--- src/rtl/tf_stage_if.sv ---
// Handshake bundle between the NTT top-level control and the twiddle-factor
// stage sequencer. The sequencer takes the master side; the requester and
// TF_top observers take the slave side.
interface tf_stage_if #(
  parameter int D_width = 4
);
  logic               start;
  logic               stall;
  logic               busy;
  logic               done;
  logic               TF_wen;
  logic               TF_ren;
  logic [D_width-1:0] it_depth_cnt;
  logic [D_width-1:0] l;
  logic               LAST_STAGE;
  logic               tf_valid;

  modport master (
    input  start, stall,
    output busy, done, TF_wen, TF_ren, it_depth_cnt, l, LAST_STAGE, tf_valid
  );

  modport slave (
    output start, stall,
    input  busy, done, TF_wen, TF_ren, it_depth_cnt, l, LAST_STAGE, tf_valid
  );
endinterface

--- src/rtl/tf_stage_ctrl.sv ---
// Per-stage sequencer for TF_top: LOAD (write), RUN (read/iterate with
// stall), DRAIN (pipeline flush), repeated for every stage, then DONE.
// Every output comes straight from a flop; the next-cycle value of each
// output is derived from the next state so that it lines up with the state.
module tf_stage_ctrl #(
  parameter int NUM_STAGE   = 3,
  parameter int DEPTH       = 4,
  parameter int LOAD_CYCLES = 1,
  parameter int PIPE_LAT    = 2,
  parameter int D_width     = 4
) (
  input  logic       clk,
  input  logic       rst,
  tf_stage_if.master bus
);

  localparam int LC_W = $clog2(LOAD_CYCLES) + 1;
  localparam int DR_W = $clog2(PIPE_LAT) + 1;

  typedef enum logic [2:0] {
    S_IDLE,
    S_LOAD,
    S_RUN,
    S_DRAIN,
    S_DONE
  } state_t;

  state_t              state_q, state_d;
  logic [LC_W-1:0]     load_cnt_q, load_cnt_d;
  logic [DR_W-1:0]     drain_cnt_q, drain_cnt_d;
  logic [D_width-1:0]  it_cnt_q, it_cnt_d;
  logic [D_width-1:0]  l_q, l_d;
  logic                busy_q, busy_d;
  logic                done_q, done_d;
  logic                wen_q, wen_d;
  logic                ren_q, ren_d;
  logic                last_q, last_d;
  logic [PIPE_LAT-1:0] vld_sr_q, vld_sr_d;

  // Next state, counters and the read enable for the coming cycle.
  // A RUN cycle with ren_q high is an unstalled iteration; stall seen now
  // decides whether the following RUN cycle issues a read.
  always_comb begin
    state_d     = state_q;
    load_cnt_d  = load_cnt_q;
    drain_cnt_d = drain_cnt_q;
    it_cnt_d    = it_cnt_q;
    l_d         = l_q;
    ren_d       = 1'b0;
    unique case (state_q)
      S_IDLE: begin
        if (bus.start) begin
          state_d    = S_LOAD;
          l_d        = '0;
          load_cnt_d = '0;
        end
      end
      S_LOAD: begin
        if (load_cnt_q == LC_W'(LOAD_CYCLES - 1)) begin
          state_d  = S_RUN;
          it_cnt_d = '0;
          ren_d    = 1'b1;
        end else begin
          load_cnt_d = load_cnt_q + 1'b1;
        end
      end
      S_RUN: begin
        if (ren_q && (it_cnt_q == D_width'(DEPTH - 1))) begin
          state_d     = S_DRAIN;
          drain_cnt_d = '0;
        end else begin
          if (ren_q) begin
            it_cnt_d = it_cnt_q + 1'b1;
          end
          ren_d = ~bus.stall;
        end
      end
      S_DRAIN: begin
        if (drain_cnt_q == DR_W'(PIPE_LAT - 1)) begin
          if (l_q == D_width'(NUM_STAGE - 1)) begin
            state_d = S_DONE;
          end else begin
            state_d    = S_LOAD;
            l_d        = l_q + 1'b1;
            load_cnt_d = '0;
          end
        end else begin
          drain_cnt_d = drain_cnt_q + 1'b1;
        end
      end
      S_DONE: begin
        state_d = S_IDLE;
      end
      default: begin
        state_d = S_IDLE;
      end
    endcase
  end

  // Registered status outputs, decoded from the state being entered.
  // LAST_STAGE covers the working phases of the final stage only.
  always_comb begin
    busy_d = (state_d != S_IDLE);
    done_d = (state_d == S_DONE);
    wen_d  = (state_d == S_LOAD);
    last_d = (l_d == D_width'(NUM_STAGE - 1)) &&
             ((state_d == S_LOAD) || (state_d == S_RUN) || (state_d == S_DRAIN));
  end

  // Valid delay line: bit gi holds TF_ren from gi+1 cycles ago.
  assign vld_sr_d[0] = ren_q;
  for (genvar gi = 1; gi < PIPE_LAT; gi++) begin : g_vld
    assign vld_sr_d[gi] = vld_sr_q[gi-1];
  end

  // State and output registers with synchronous reset.
  always_ff @(posedge clk) begin
    if (rst) begin
      state_q     <= S_IDLE;
      load_cnt_q  <= '0;
      drain_cnt_q <= '0;
      it_cnt_q    <= '0;
      l_q         <= '0;
      busy_q      <= 1'b0;
      done_q      <= 1'b0;
      wen_q       <= 1'b0;
      ren_q       <= 1'b0;
      last_q      <= 1'b0;
      vld_sr_q    <= '0;
    end else begin
      state_q     <= state_d;
      load_cnt_q  <= load_cnt_d;
      drain_cnt_q <= drain_cnt_d;
      it_cnt_q    <= it_cnt_d;
      l_q         <= l_d;
      busy_q      <= busy_d;
      done_q      <= done_d;
      wen_q       <= wen_d;
      ren_q       <= ren_d;
      last_q      <= last_d;
      vld_sr_q    <= vld_sr_d;
    end
  end

  assign bus.busy         = busy_q;
  assign bus.done         = done_q;
  assign bus.TF_wen       = wen_q;
  assign bus.TF_ren       = ren_q;
  assign bus.it_depth_cnt = it_cnt_q;
  assign bus.l            = l_q;
  assign bus.LAST_STAGE   = last_q;
  assign bus.tf_valid     = vld_sr_q[PIPE_LAT-1];

endmodule

--- src/flat_wrapper.sv ---
// flat-port wrapper written by rule: the top's interface ports become plain ports
module tf_stage_ctrl_flat 
#(
  parameter int NUM_STAGE   = 3,
  parameter int DEPTH       = 4,
  parameter int LOAD_CYCLES = 1,
  parameter int PIPE_LAT    = 2,
  parameter int D_width     = 4
)
  (clk, rst, bus_start, bus_stall, bus_busy, bus_done, bus_TF_wen, bus_TF_ren, bus_it_depth_cnt, bus_l, bus_LAST_STAGE, bus_tf_valid);
  tf_stage_if #(.D_width(D_width)) bus_i ();
  input  logic clk;
  input  logic rst;
  input wire logic [$bits(bus_i.start)-1:0] bus_start;
  input wire logic [$bits(bus_i.stall)-1:0] bus_stall;
  output wire logic [$bits(bus_i.busy)-1:0] bus_busy;
  output wire logic [$bits(bus_i.done)-1:0] bus_done;
  output wire logic [$bits(bus_i.TF_wen)-1:0] bus_TF_wen;
  output wire logic [$bits(bus_i.TF_ren)-1:0] bus_TF_ren;
  output wire logic [$bits(bus_i.it_depth_cnt)-1:0] bus_it_depth_cnt;
  output wire logic [$bits(bus_i.l)-1:0] bus_l;
  output wire logic [$bits(bus_i.LAST_STAGE)-1:0] bus_LAST_STAGE;
  output wire logic [$bits(bus_i.tf_valid)-1:0] bus_tf_valid;
  assign bus_i.start = bus_start;
  assign bus_i.stall = bus_stall;
  assign bus_busy = bus_i.busy;
  assign bus_done = bus_i.done;
  assign bus_TF_wen = bus_i.TF_wen;
  assign bus_TF_ren = bus_i.TF_ren;
  assign bus_it_depth_cnt = bus_i.it_depth_cnt;
  assign bus_l = bus_i.l;
  assign bus_LAST_STAGE = bus_i.LAST_STAGE;
  assign bus_tf_valid = bus_i.tf_valid;
  tf_stage_ctrl #(.NUM_STAGE(NUM_STAGE), .DEPTH(DEPTH), .LOAD_CYCLES(LOAD_CYCLES), .PIPE_LAT(PIPE_LAT), .D_width(D_width)) u_core (.clk(clk), .rst(rst), .bus(bus_i));
endmodule
--- config.mk ---
export PLATFORM = sky130hd
export DESIGN_NAME = tf_stage_ctrl_flat
export DESIGN_NICKNAME = d
export VERILOG_FILES = /design/src/rtl/tf_stage_if.sv /design/src/rtl/tf_stage_ctrl.sv /design/src/flat_wrapper.sv
export SDC_FILE = /design/constraint.sdc
export NUM_CORES = 1
export LEC_CHECK = 0
export BUFFER_PORTS_ARGS = -buffer_cell sky130_fd_sc_hd__buf_2
export CORE_ASPECT_RATIO = 1.2
export CORE_MARGIN = 8
export CORE_UTILIZATION = 53
export DETAILED_ROUTE_END_ITERATION = 8
export PLACE_DENSITY = 0.75
export SLEW_MARGIN = 20
export SYNTH_ARGS = -nofsm -noshare
export SYNTH_HDL_FRONTEND = slang
export SYNTH_SLANG_ARGS = --single-unit
--- constraint.sdc ---
create_clock -name clk -period 3.8 [get_ports clk]
set_input_delay 0.76 -clock clk [delete_from_list [all_inputs] [get_ports clk]]
set_output_delay 0.76 -clock clk [all_outputs]
set_load 0.005 [all_outputs]
Word level (Yosys, flattened, before mapping). Index checks and enable logic that the tools add are counted. W data, S select, Z words.

$add $sub $neg: 4. Eq/ne operators: 19. Multiplexer cells: 25. Bitwise gates (word level): 1. Reduce and logical (&&, ||, !) cells: 12.

Operators by type and width (count): $mux W4 (6); $pmux W4 S2 (2); $mux W3 (5); $eq A3 B2 Y1 const B (4); $eq A4 B2 Y1 const B (3); $pmux W3 S4 (1); $ne A2 B2 Y1 const B (5); $add A4 B1 Y4 const B (2); $reduce_and A4 Y1 (2); $eq A3 B1 Y1 const B (2); $mux W1 (6); $ne A2 B1 Y1 const B (3); $reduce_bool A3 Y1 (2); $mux W2 (2); $pmux W2 S2 (1); $reduce_bool A2 Y1 (2); $eq A3 B3 Y1 const B (1); $logic_not A3 Y1 (1); $pmux W1 S3 (1); $reduce_and A3 Y1 (1); $add A2 B1 Y2 const B (1); $eq A2 B1 Y1 const B (1); $logic_and A1 B1 Y1 (2); $logic_or A1 B1 Y1 (2); 3 further kinds (3).

Register bits: 21. Bits of input ports: 4. Output and inout bits: 14. Logic and storage cells: 72.

Depth between registers and ports, before layout. Gate-level depths: netlist of the first run.

Depth in word-level cells: 8. Gate-level depth with buffers: 6. Mapped depth without buffers: 6.

Worst setup path after synthesis of the first run. OpenSTA, ideal clock, no wires.

Path kind: input-to-reg. Start point: in bus_start. End point: reg u_core.last_q, in the netlist u_core.bus.LAST_STAGE. Setup time: 92 ps. Arrival time: 1633 ps. Data required time: 3708 ps. Path slack: 2075 ps. Stages on the path: 4. Path buffers: 0. Cells stage by stage: or4b_4 > o211ai_1 > o31ai_1 > nor4_1.

Longest elaborated chain between the ends: 6. Elaborated cells on any way between the ends: 11. Classes of those cells: 4 x eq/ne; 4 x mux; 3 x reduce/logical.

RTL lines: start: declaration (line flat_wrapper.sv:14) `input wire logic [$bits(bus_i.start)-1:0] bus_start;`; $mux W3 (line tf_stage_ctrl.sv:52) `if (bus.start) begin`; $pmux W3 S4 (line tf_stage_ctrl.sv:50) `unique case (state_q)`; $eq A3 B1 Y1 or $eq A3 B2 Y1 (tied branches) (line tf_stage_ctrl.sv:107) `((state_d == S_LOAD) || (state_d == S_RUN) || (state_d == S_DRAIN));`; $logic_or A1 B1 Y1 (2 in series) (line tf_stage_ctrl.sv:107); $logic_and A1 B1 Y1 * (line tf_stage_ctrl.sv:106) `last_d = (l_d == D_width'(NUM_STAGE - 1)) &&`; end signal: assignment (line tf_stage_ctrl.sv:140) `last_q <= last_d;`; end: declaration (line tf_stage_ctrl.sv:37) `logic last_q, last_d;`.

Mark *: on every way between the ends. The rest lies on a longest branch, timed or not. A chain may end at the register's enable or synchronous reset.

Worst setup path after layout of the first run.
Start point: reg u_core.state_q[1]. End point: reg u_core.last_q, in the netlist u_core.bus.LAST_STAGE.

Longest elaborated chain between the ends: 6. Elaborated cells on any way between the ends: 17. Classes of those cells: 7 x eq/ne; 6 x mux; 4 x reduce/logical.

RTL lines: start: declaration (line tf_stage_ctrl.sv:28) `state_t state_q, state_d;`; start signal: assignment (line tf_stage_ctrl.sv:131) `state_q <= state_d;`; $eq A3 B2 Y1 (tied with other cells) (line tf_stage_ctrl.sv:50); $pmux W3 S4 (line tf_stage_ctrl.sv:50); $eq A3 B1 Y1 or $eq A3 B2 Y1 (tied branches) (line tf_stage_ctrl.sv:107); $logic_or A1 B1 Y1 (2 in series) (line tf_stage_ctrl.sv:107); $logic_and A1 B1 Y1 * (line tf_stage_ctrl.sv:106).

Marked as above.

==> report_table.html, run 1 <==
<table>
<tr><th>Metric</th><th>Value</th></tr>
<tr><th colspan="2">STA</th></tr>
<tr><td>Number of slew-limit violations in the final report</td><td>0</td></tr>
<tr><td>Post-Route Setup TNS</td><td>0 ns</td></tr>
<tr><td>Final Skew</td><td>0.0128 ns</td></tr>
<tr><td>Worst slew pin tran</td><td>0.764 ns</td></tr>
<tr><td>Post-route clock period utilization</td><td>49.3%</td></tr>
<tr><td>RSZ-0062 raised after global routing</td><td>false</td></tr>
<tr><td>Worst slew margin relative to its limit</td><td>48.9%</td></tr>
<tr><td>Final setup violation count</td><td>0</td></tr>
<tr><td>Maximum achievable frequency</td><td>0.533 GHz</td></tr>
<tr><td>Final critical path time including I/O delays and setup</td><td>1.88 ns</td></tr>
<tr><td>Final Hold Fails</td><td>0</td></tr>
<tr><th colspan="2">Worst setup path</th></tr>
<tr><td>Critical Path Max Stage Delay</td><td>0.60 ns</td></tr>
<tr><td>Critical-path maximum fanout</td><td>13</td></tr>
<tr><td>WP data arrival</td><td>2.08 ns</td></tr>
<tr><td>CP Data Required Time</td><td>4.01 ns</td></tr>
<tr><td>Critical path, cell by cell</td><td>nand3_1 &gt; or3_1 &gt; a31o_2 &gt; nor4_1</td></tr>
<tr><td>Cell with the largest stage delay on the worst path</td><td>dfxtp_1</td></tr>
<tr><td>Largest delay contributor family on the critical path</td><td>simple AND/OR/NAND/NOR gates</td></tr>
<tr><td>Critical path type</td><td>flop to flop</td></tr>
<tr><td>Buffer and inverter count on the worst path</td><td>0</td></tr>
<tr><td>Worst Setup End Kind</td><td>flop</td></tr>
<tr><td>Crit start category</td><td>flop</td></tr>
<tr><th colspan="2">Placement</th></tr>
<tr><td>DP Wirelength</td><td>1620 um</td></tr>
<tr><td>Final weighted congestion of routability-driven global placement</td><td>0.812</td></tr>
<tr><td>Count of input and output buffers</td><td>17</td></tr>
<tr><th colspan="2">Cells and area</th></tr>
<tr><td>Share of final-layout standard cells stronger than drive strength 1</td><td>20.0%</td></tr>
<tr><td>Final nets</td><td>139</td></tr>
<tr><td>Signed area change from the synthesized netlist to the final layout</td><td>11.6%</td></tr>
<tr><td>Antenna cell count</td><td>0</td></tr>
<tr><th colspan="2">Power and ir drop</th></tr>
<tr><td>Peak supply drop</td><td>0.000231 V</td></tr>
<tr><td>Total chip power</td><td>0.000427 W</td></tr>
<tr><td>Power per cell area</td><td>377 nW/um2</td></tr>
<tr><td>LEAKAGE</td><td>0.481 nW</td></tr>
<tr><th colspan="2">Floorplan</th></tr>
<tr><td>Vertical extent of the die</td><td>64.0 um</td></tr>
<tr><td>Initial standard-cell utilization of the core</td><td>55.5%</td></tr>
<tr><td>Floorplan row count</td><td>17</td></tr>
<tr><td>Core box area</td><td>1830 um2</td></tr>
<tr><td>Horizontal die dimension</td><td>56.0 um</td></tr>
<tr><td>I/O pins</td><td>18</td></tr>
<tr><td>Die ar.</td><td>3580 um2</td></tr>
<tr><th colspan="2">Logic synthesis</th></tr>
<tr><td>Post-synth cell types</td><td>38</td></tr>
<tr><td>Number of enable flip-flop cells after synthesis</td><td>0</td></tr>
<tr><td>Most used flip-flop cell after synthesis</td><td>dfxtp_1</td></tr>
<tr><td>Post-Synthesis Cells</td><td>117</td></tr>
<tr><td>Netlist Area Pre-Place</td><td>1020 um2</td></tr>
<tr><td>Warnings from Yosys</td><td>0</td></tr>
<tr><td>Sequential-to-total area share from yosys stat</td><td>39.4%</td></tr>
<tr><td>Post-Syn Nets</td><td>125</td></tr>
<tr><td>Synthesis-stage register bit count</td><td>20</td></tr>
<tr><td>Average instance area after synthesis</td><td>8.68 um2</td></tr>
<tr><td>Fraction of registers with async set/reset</td><td>0%</td></tr>
<tr><th colspan="2">CTS</th></tr>
<tr><td>Number of levels the H-tree was split into</td><td>1</td></tr>
<tr><td>Post-CTS Repair Setup Buffers</td><td>0</td></tr>
<tr><td>Insertion delay of the later-clocked pin in the worst-skew pair</td><td>0.31 ns</td></tr>
<tr><td>Maximum number of buffers from clock root to sink</td><td>2</td></tr>
<tr><td>Clock buffer count from CTS</td><td>3</td></tr>
<tr><td>Post-cts resize count</td><td>0</td></tr>
<tr><td>Sink count of the clock tree</td><td>20</td></tr>
<tr><td>Quantity of hold-fixing buffers added after cts</td><td>0</td></tr>
<tr><td>Clock root buffer</td><td>clkbuf_4</td></tr>
<tr><td>Clock tree from TritonCTS</td><td>built</td></tr>
<tr><td>Clock transition at the registers of the reported paths</td><td>0.12 ns</td></tr>
<tr><th colspan="2">Route</th></tr>
<tr><td>Via count of the routed design</td><td>899</td></tr>
<tr><td>Number of violations reported at the end of detailed-routing iteration 0</td><td>32</td></tr>
<tr><td>Routed wire length</td><td>2240 um</td></tr>
<tr><td>Number of remaining DRC errors</td><td>0</td></tr>
<tr><td>Detailed-route vias per instance</td><td>6.03</td></tr>
<tr><td>Iteration count of the initial detailed-routing pass</td><td>4</td></tr>
<tr><td>Routed WL per cell</td><td>15.0 um</td></tr>
<tr><td>Final ANT Viol Nets</td><td>0</td></tr>
<tr><th colspan="2">GRT</th></tr>
<tr><td>Number of global-route vias before repair</td><td>884</td></tr>
<tr><td>Overflow after GRT</td><td>0</td></tr>
<tr><td>Maximum number of pins on one net before global-route repair</td><td>20</td></tr>
<tr><td>Wire length of the first global-routing pass</td><td>3770 um</td></tr>
<tr><td>Combined global-route utilization of all metal layers</td><td>12.2%</td></tr>
<tr><td>Antenna violations before repair</td><td>0</td></tr>
<tr><th colspan="2">Worst hold path</th></tr>
<tr><td>Worst min path class</td><td>flop to flop</td></tr>
<tr><th colspan="2">Flow run</th></tr>
<tr><td>Max-Cap Viols</td><td>0</td></tr>
<tr><th colspan="2">Outcome</th></tr>
<tr><td>Result of the run</td><td>complete, no violations</td></tr>
</table>
[final cells by class]
cell class | count | area, um2
flip-flops and latches | 20 | 400
clock buffers | 3 | 22.5
fillers | 171 | 696
repair buffers | 17 | 85.1
clock inverters | 1 | 30.0
inverters | 9 | 33.8
multi-input cells | 80 | 538
well taps | 19 | 23.8
[sequential cells by signal, summed over array words and instances (netlist names)]
name,flops
u_core.bus.TF_wen,1
u_core.vld_sr_q,2
u_core.state_q,3
u_core.bus.done,1
u_core.bus.TF_ren,1
u_core.drain_cnt_q,2
u_core.bus.it_depth_cnt,4
u_core.bus.busy,1
u_core.bus.l,4
u_core.bus.LAST_STAGE,1
[worst paths after layout]
kind | endpoint | slack (ns) | startpoint | cells after the start
worst max-delay path | u_core.bus.LAST_STAGE | 1.92 | u_core.state_q[1] | 4
worst min-delay path | u_core.vld_sr_q[1] | 0.45 | u_core.vld_sr_q[0] | 1
worst max register to register | u_core.bus.LAST_STAGE | 1.92 | u_core.state_q[1] | 4
worst min register to register | u_core.vld_sr_q[1] | 0.45 | u_core.vld_sr_q[0] | 1
[synth_stat cells (all sizes together) (3+ instances only)]
master | instances | area share (%)
dfxtp | 20 | 39
inv | 9 | 3.3
nor2 | 9 | 3.3
a21oi | 8 | 3.9
nor2b | 7 | 4.3
buf | 5 | 3.2
nand3 | 5 | 2.5
nor3 | 5 | 2.5
nor3b | 5 | 3.7
a31oi | 4 | 2.5
ha | 4 | 4.9
o211ai | 4 | 3.4
clkbuf | 3 | 1.1
o21ai | 3 | 1.5
or4 | 3 | 2.2
[through the flow]
step	hold slack [ns]	instance area, um2	utilization (%)	cells	worst slack, ns
2_1_floorplan	0.414	1020	-	117	2.08
3_3_place_gp	0.416	1080	59.1	145	1.94
3_5_place_dp	0.430	1080	59.1	145	1.85
4_1_cts	0.460	1130	62.0	149	1.91
5_1_grt	0.489	1130	62.0	149	1.78
6_report	0.454	1130	62.0	149	1.92
[logic make-up after synthesis]
| logic type | after synthesis | synth area share, % |
|---|---|---|
| AO/OA/AOI/OAI | 28 | 18.5 |
| AND/OR/NAND/NOR | 48 | 29.6 |
| buffers and inverters | 17 | 7.64 |
| flip-flops | 20 | 39.4 |
| adder cells (fa/ha/maj) | 4 | 4.93 |
[cells in the final DEF (no fill, tap or decap), types with 4 or more instances in the layout]
master    n
nor2_1    9
ha_1      4
nand3_1   5
nor2b_1   7
buf_2    17
a31oi_1   4
a21oi_1   8
nor3_1    5
dfxtp_1  20
nor3b_1   5
inv_1     9
[worst reg2reg max path: cells and delay by family (launching register included)]
kind            cells  cell delay [ns]
simple gates        3             0.91
flops               1             0.60
compound gates      1             0.27
[power by group]
| part | switching (W) | total, W | internal [W] |
|---|---|---|---|
| Combinational | 0.0000161 | 0.0000299 | 0.0000139 |
| Clock | 0.0000678 | 0.000174 | 0.000107 |
| Sequential | 0.00000775 | 0.000223 | 0.000215 |
| Total | 0.0000917 | 0.000427 | 0.000335 |
[layer usage]
metal  track usage, %  wire (um)  vias up
met5                0          0        -
met4             6.02         15        0
li1                 -          -      456
met2             21.5       1130       28
met1             12.9        970      413
met3             3.56        123        2
Power figures use the tool's default switching activity.
==> inputs of run 2 (changes only) <==
--- a/config.mk
+++ b/config.mk
@@ -8,9 +8,9 @@
 export BUFFER_PORTS_ARGS = -buffer_cell sky130_fd_sc_hd__buf_2
 export CORE_ASPECT_RATIO = 1.2
 export CORE_MARGIN = 8
-export CORE_UTILIZATION = 53
+export CORE_UTILIZATION = 48
 export DETAILED_ROUTE_END_ITERATION = 8
-export PLACE_DENSITY = 0.75
+export PLACE_DENSITY = 0.72
 export SLEW_MARGIN = 20
 export SYNTH_ARGS = -nofsm -noshare
 export SYNTH_HDL_FRONTEND = slang
==> constraint.sdc (replaced) <==
create_clock -name clk -period 1.64 [get_ports clk]
set_input_delay 0.328 -clock clk [delete_from_list [all_inputs] [get_ports clk]]
set_output_delay 0.328 -clock clk [all_outputs]
set_load 0.005 [all_outputs]
==> report_table.html, run 2 (synthesis results as in run 1) <==
<table>
<tr><th>Metric</th><th>Value</th></tr>
<tr><th colspan="2">Power and ir drop</th></tr>
<tr><td>Power per cell area</td><td>804 nW/um2</td></tr>
<tr><td>Peak supply drop</td><td>0.000463 V</td></tr>
<tr><td>Pint</td><td>0.000787 W</td></tr>
<tr><td>Proportion of total power due to net switching</td><td>22.2%</td></tr>
<tr><td>LEAKAGE</td><td>0.563 nW</td></tr>
<tr><td>Proportion of power drawn by flip-flops and latches</td><td>50.6%</td></tr>
<tr><td>Total chip power</td><td>0.00101 W</td></tr>
<tr><td>Share of power burned in combinational logic</td><td>9.0%</td></tr>
<tr><td>Power dissipated by switching net loads</td><td>0.000225 W</td></tr>
<tr><td>Relative contribution of the clock network to total power</td><td>40.3%</td></tr>
<tr><th colspan="2">Cells and area</th></tr>
<tr><td>Share of final-layout standard cells stronger than drive strength 1</td><td>31.2%</td></tr>
<tr><td>Post-route non-filler standard cell count</td><td>161</td></tr>
<tr><td>Antenna cell count</td><td>0</td></tr>
<tr><td>Final nets</td><td>150</td></tr>
<tr><td>Signed area change from the synthesized netlist to the final layout</td><td>24.0%</td></tr>
<tr><td>Area used by multi-input combinational logic</td><td>574 um2</td></tr>
<tr><td>Number of filler cells placed in the layout</td><td>184</td></tr>
<tr><td>Final std cell area, no fill</td><td>1260 um2</td></tr>
<tr><td>Register area</td><td>407 um2</td></tr>
<tr><td>Most frequent cells in the layout</td><td>17 x buf_2, 17 x dfxtp_1, 11 x buf_4</td></tr>
<tr><th colspan="2">STA</th></tr>
<tr><td>Hold Worst Slack</td><td>0.355 ns</td></tr>
<tr><td>Worst slew pin tran</td><td>0.367 ns</td></tr>
<tr><td>Post-route clock period utilization</td><td>95.0%</td></tr>
<tr><td>Final setup violation count</td><td>0</td></tr>
<tr><td>Final Skew</td><td>0.00386 ns</td></tr>
<tr><td>Worst slew margin relative to its limit</td><td>75.5%</td></tr>
<tr><td>Final Hold Fails</td><td>0</td></tr>
<tr><td>Maximum achievable frequency</td><td>0.642 GHz</td></tr>
<tr><td>Final critical path time including I/O delays and setup</td><td>1.56 ns</td></tr>
<tr><td>Post-Route Setup TNS</td><td>0 ns</td></tr>
<tr><td>Number of slew-limit violations in the final report</td><td>0</td></tr>
<tr><th colspan="2">Worst setup path</th></tr>
<tr><td>Crit start category</td><td>flop</td></tr>
<tr><td>WP data arrival</td><td>1.79 ns</td></tr>
<tr><td>CP Data Required Time</td><td>1.87 ns</td></tr>
<tr><td>Critical-path maximum fanout</td><td>9</td></tr>
<tr><td>Critical path type</td><td>flop to flop</td></tr>
<tr><td>Worst Setup End Kind</td><td>flop</td></tr>
<tr><th colspan="2">CTS</th></tr>
<tr><td>Post-CTS Repair Setup Buffers</td><td>0</td></tr>
<tr><td>Sink count of the clock tree</td><td>20</td></tr>
<tr><td>Maximum number of buffers from clock root to sink</td><td>2</td></tr>
<tr><td>Clock buffer count from CTS</td><td>3</td></tr>
<tr><td>Clock root buffer</td><td>clkbuf_4</td></tr>
<tr><td>Clock transition at the registers of the reported paths</td><td>0.12 ns</td></tr>
<tr><td>Clock tree from TritonCTS</td><td>built</td></tr>
<tr><td>Number of levels the H-tree was split into</td><td>1</td></tr>
<tr><td>Insertion delay of the later-clocked pin in the worst-skew pair</td><td>0.31 ns</td></tr>
<tr><td>Quantity of hold-fixing buffers added after cts</td><td>0</td></tr>
<tr><th colspan="2">Route</th></tr>
<tr><td>Detailed-route vias per instance</td><td>5.91</td></tr>
<tr><td>Routed wire length</td><td>2490 um</td></tr>
<tr><td>Iteration count of the initial detailed-routing pass</td><td>4</td></tr>
<tr><td>Number of remaining DRC errors</td><td>0</td></tr>
<tr><td>Highest routed layer</td><td>met4</td></tr>
<tr><td>Detailed-routing wirelength on met1</td><td>1010 um</td></tr>
<tr><td>Met2 Routed Length</td><td>1250 um</td></tr>
<tr><td>Number of violations reported at the end of detailed-routing iteration 0</td><td>22</td></tr>
<tr><td>Routed WL per cell</td><td>15.4 um</td></tr>
<tr><td>Via count of the routed design</td><td>951</td></tr>
<tr><td>Routed wl met3</td><td>147 um</td></tr>
<tr><td>Final ANT Viol Nets</td><td>0</td></tr>
<tr><th colspan="2">Floorplan</th></tr>
<tr><td>Floorplan row count</td><td>18</td></tr>
<tr><td>Core box area</td><td>2030 um2</td></tr>
<tr><td>I/O pins</td><td>18</td></tr>
<tr><td>Die ar.</td><td>3850 um2</td></tr>
<tr><td>Horizontal die dimension</td><td>58 um</td></tr>
<tr><td>Vertical extent of the die</td><td>66.4 um</td></tr>
<tr><td>Initial standard-cell utilization of the core</td><td>50.1%</td></tr>
<tr><th colspan="2">Worst hold path</th></tr>
<tr><td>Worst min path class</td><td>input port to flop</td></tr>
<tr><th colspan="2">GRT</th></tr>
<tr><td>Combined global-route utilization of all metal layers</td><td>13.3%</td></tr>
<tr><td>Overflow after GRT</td><td>0</td></tr>
<tr><td>Number of global-route vias before repair</td><td>927</td></tr>
<tr><td>Wire length of the first global-routing pass</td><td>4080 um</td></tr>
<tr><td>Maximum number of pins on one net before global-route repair</td><td>20</td></tr>
<tr><td>Antenna violations before repair</td><td>0</td></tr>
<tr><th colspan="2">Flow run</th></tr>
<tr><td>Max-Cap Viols</td><td>0</td></tr>
<tr><th colspan="2">Placement</th></tr>
<tr><td>Final weighted congestion of routability-driven global placement</td><td>0.842</td></tr>
<tr><td>DP Wirelength</td><td>1740 um</td></tr>
<tr><td>Post-detailed-placement cell area</td><td>1170 um2</td></tr>
<tr><td>Count of input and output buffers</td><td>17</td></tr>
<tr><td>Placed Instances</td><td>158</td></tr>
<tr><th colspan="2">Outcome</th></tr>
<tr><td>Result of the run</td><td>complete, no violations</td></tr>
</table>
==> run 2: cell types whose count changed in the layout (fill, tap and decap cells not counted), moves of 2 or more <==
cell,delta
dfxtp_1,-3
ha_1,-2
buf_4,+11
dfxtp_2,+2
==> run 2: metrics by stage <==
stage	worst slack [ns]	utilization, %
5_1_grt	-0.00578	62.2
6_report	0.0814	62.2
3_3_place_gp	0.0490	57.8
2_1_floorplan	0.00892	-
3_5_place_dp	0.0174	57.8
4_1_cts	0.0254	60.9
==> run 2: power groups by stage <==
stage / combinational [W] / clock (W) / sequential, W
floorplan: 0.0000592 / 0 / 0.000516
global placement: 0.0000820 / 0 / 0.000522
detailed placement: 0.0000840 / 0 / 0.000522
CTS: 0.0000877 / 0.000424 / 0.000511
global route: 0.0000992 / 0.000444 / 0.000516
finish: 0.0000914 / 0.000408 / 0.000513
==> run 2: critical path, stage by stage, from the launching register on <==
cell	delay (ns)
dfxtp_4	0.40
or4b_4	0.59
o211ai_1	0.12
o31ai_1	0.11
nor4_1	0.26
==> run 2: final cells by class <==
class	instances	area share, %
Clock buffer	3	1.79
Multi-Input combinational cell	80	45.6
Sequential cell	20	32.3
Timing Repair Buffer	28	13.3
Inverter	9	2.68
Tap cell	20	1.99
Clock inverter	1	2.38
==> run 2: path summary, 6_finish.rpt <==
check / startpoint / slack (ns) / depth (start not counted) / end
max: u_core.state_q[0] / 0.08 / 4 / u_core.bus.LAST_STAGE
min: bus_stall / 0.36 / 4 / u_core.bus.TF_ren
min reg2reg: u_core.vld_sr_q[0] / 0.45 / 1 / u_core.vld_sr_q[1]
max reg2reg: u_core.state_q[0] / 0.08 / 4 / u_core.bus.LAST_STAGE
==> run 2: repair_timing <==
action                                 in CTS  in global routing
endpoints found under the hold margin       0                  0
setup endpoints to repair                   2                 10
gates resized for setup                     3                  9
pin swaps                                   1                  3
==> run 2: routing by layer <==
layer | up-vias | track usage, %
li1 | 476 | -
met1 | 433 | 14.6
met2 | 34 | 23.5
met3 | 8 | 2.72
met4 | 0 | 6.75
met5 | - | 0
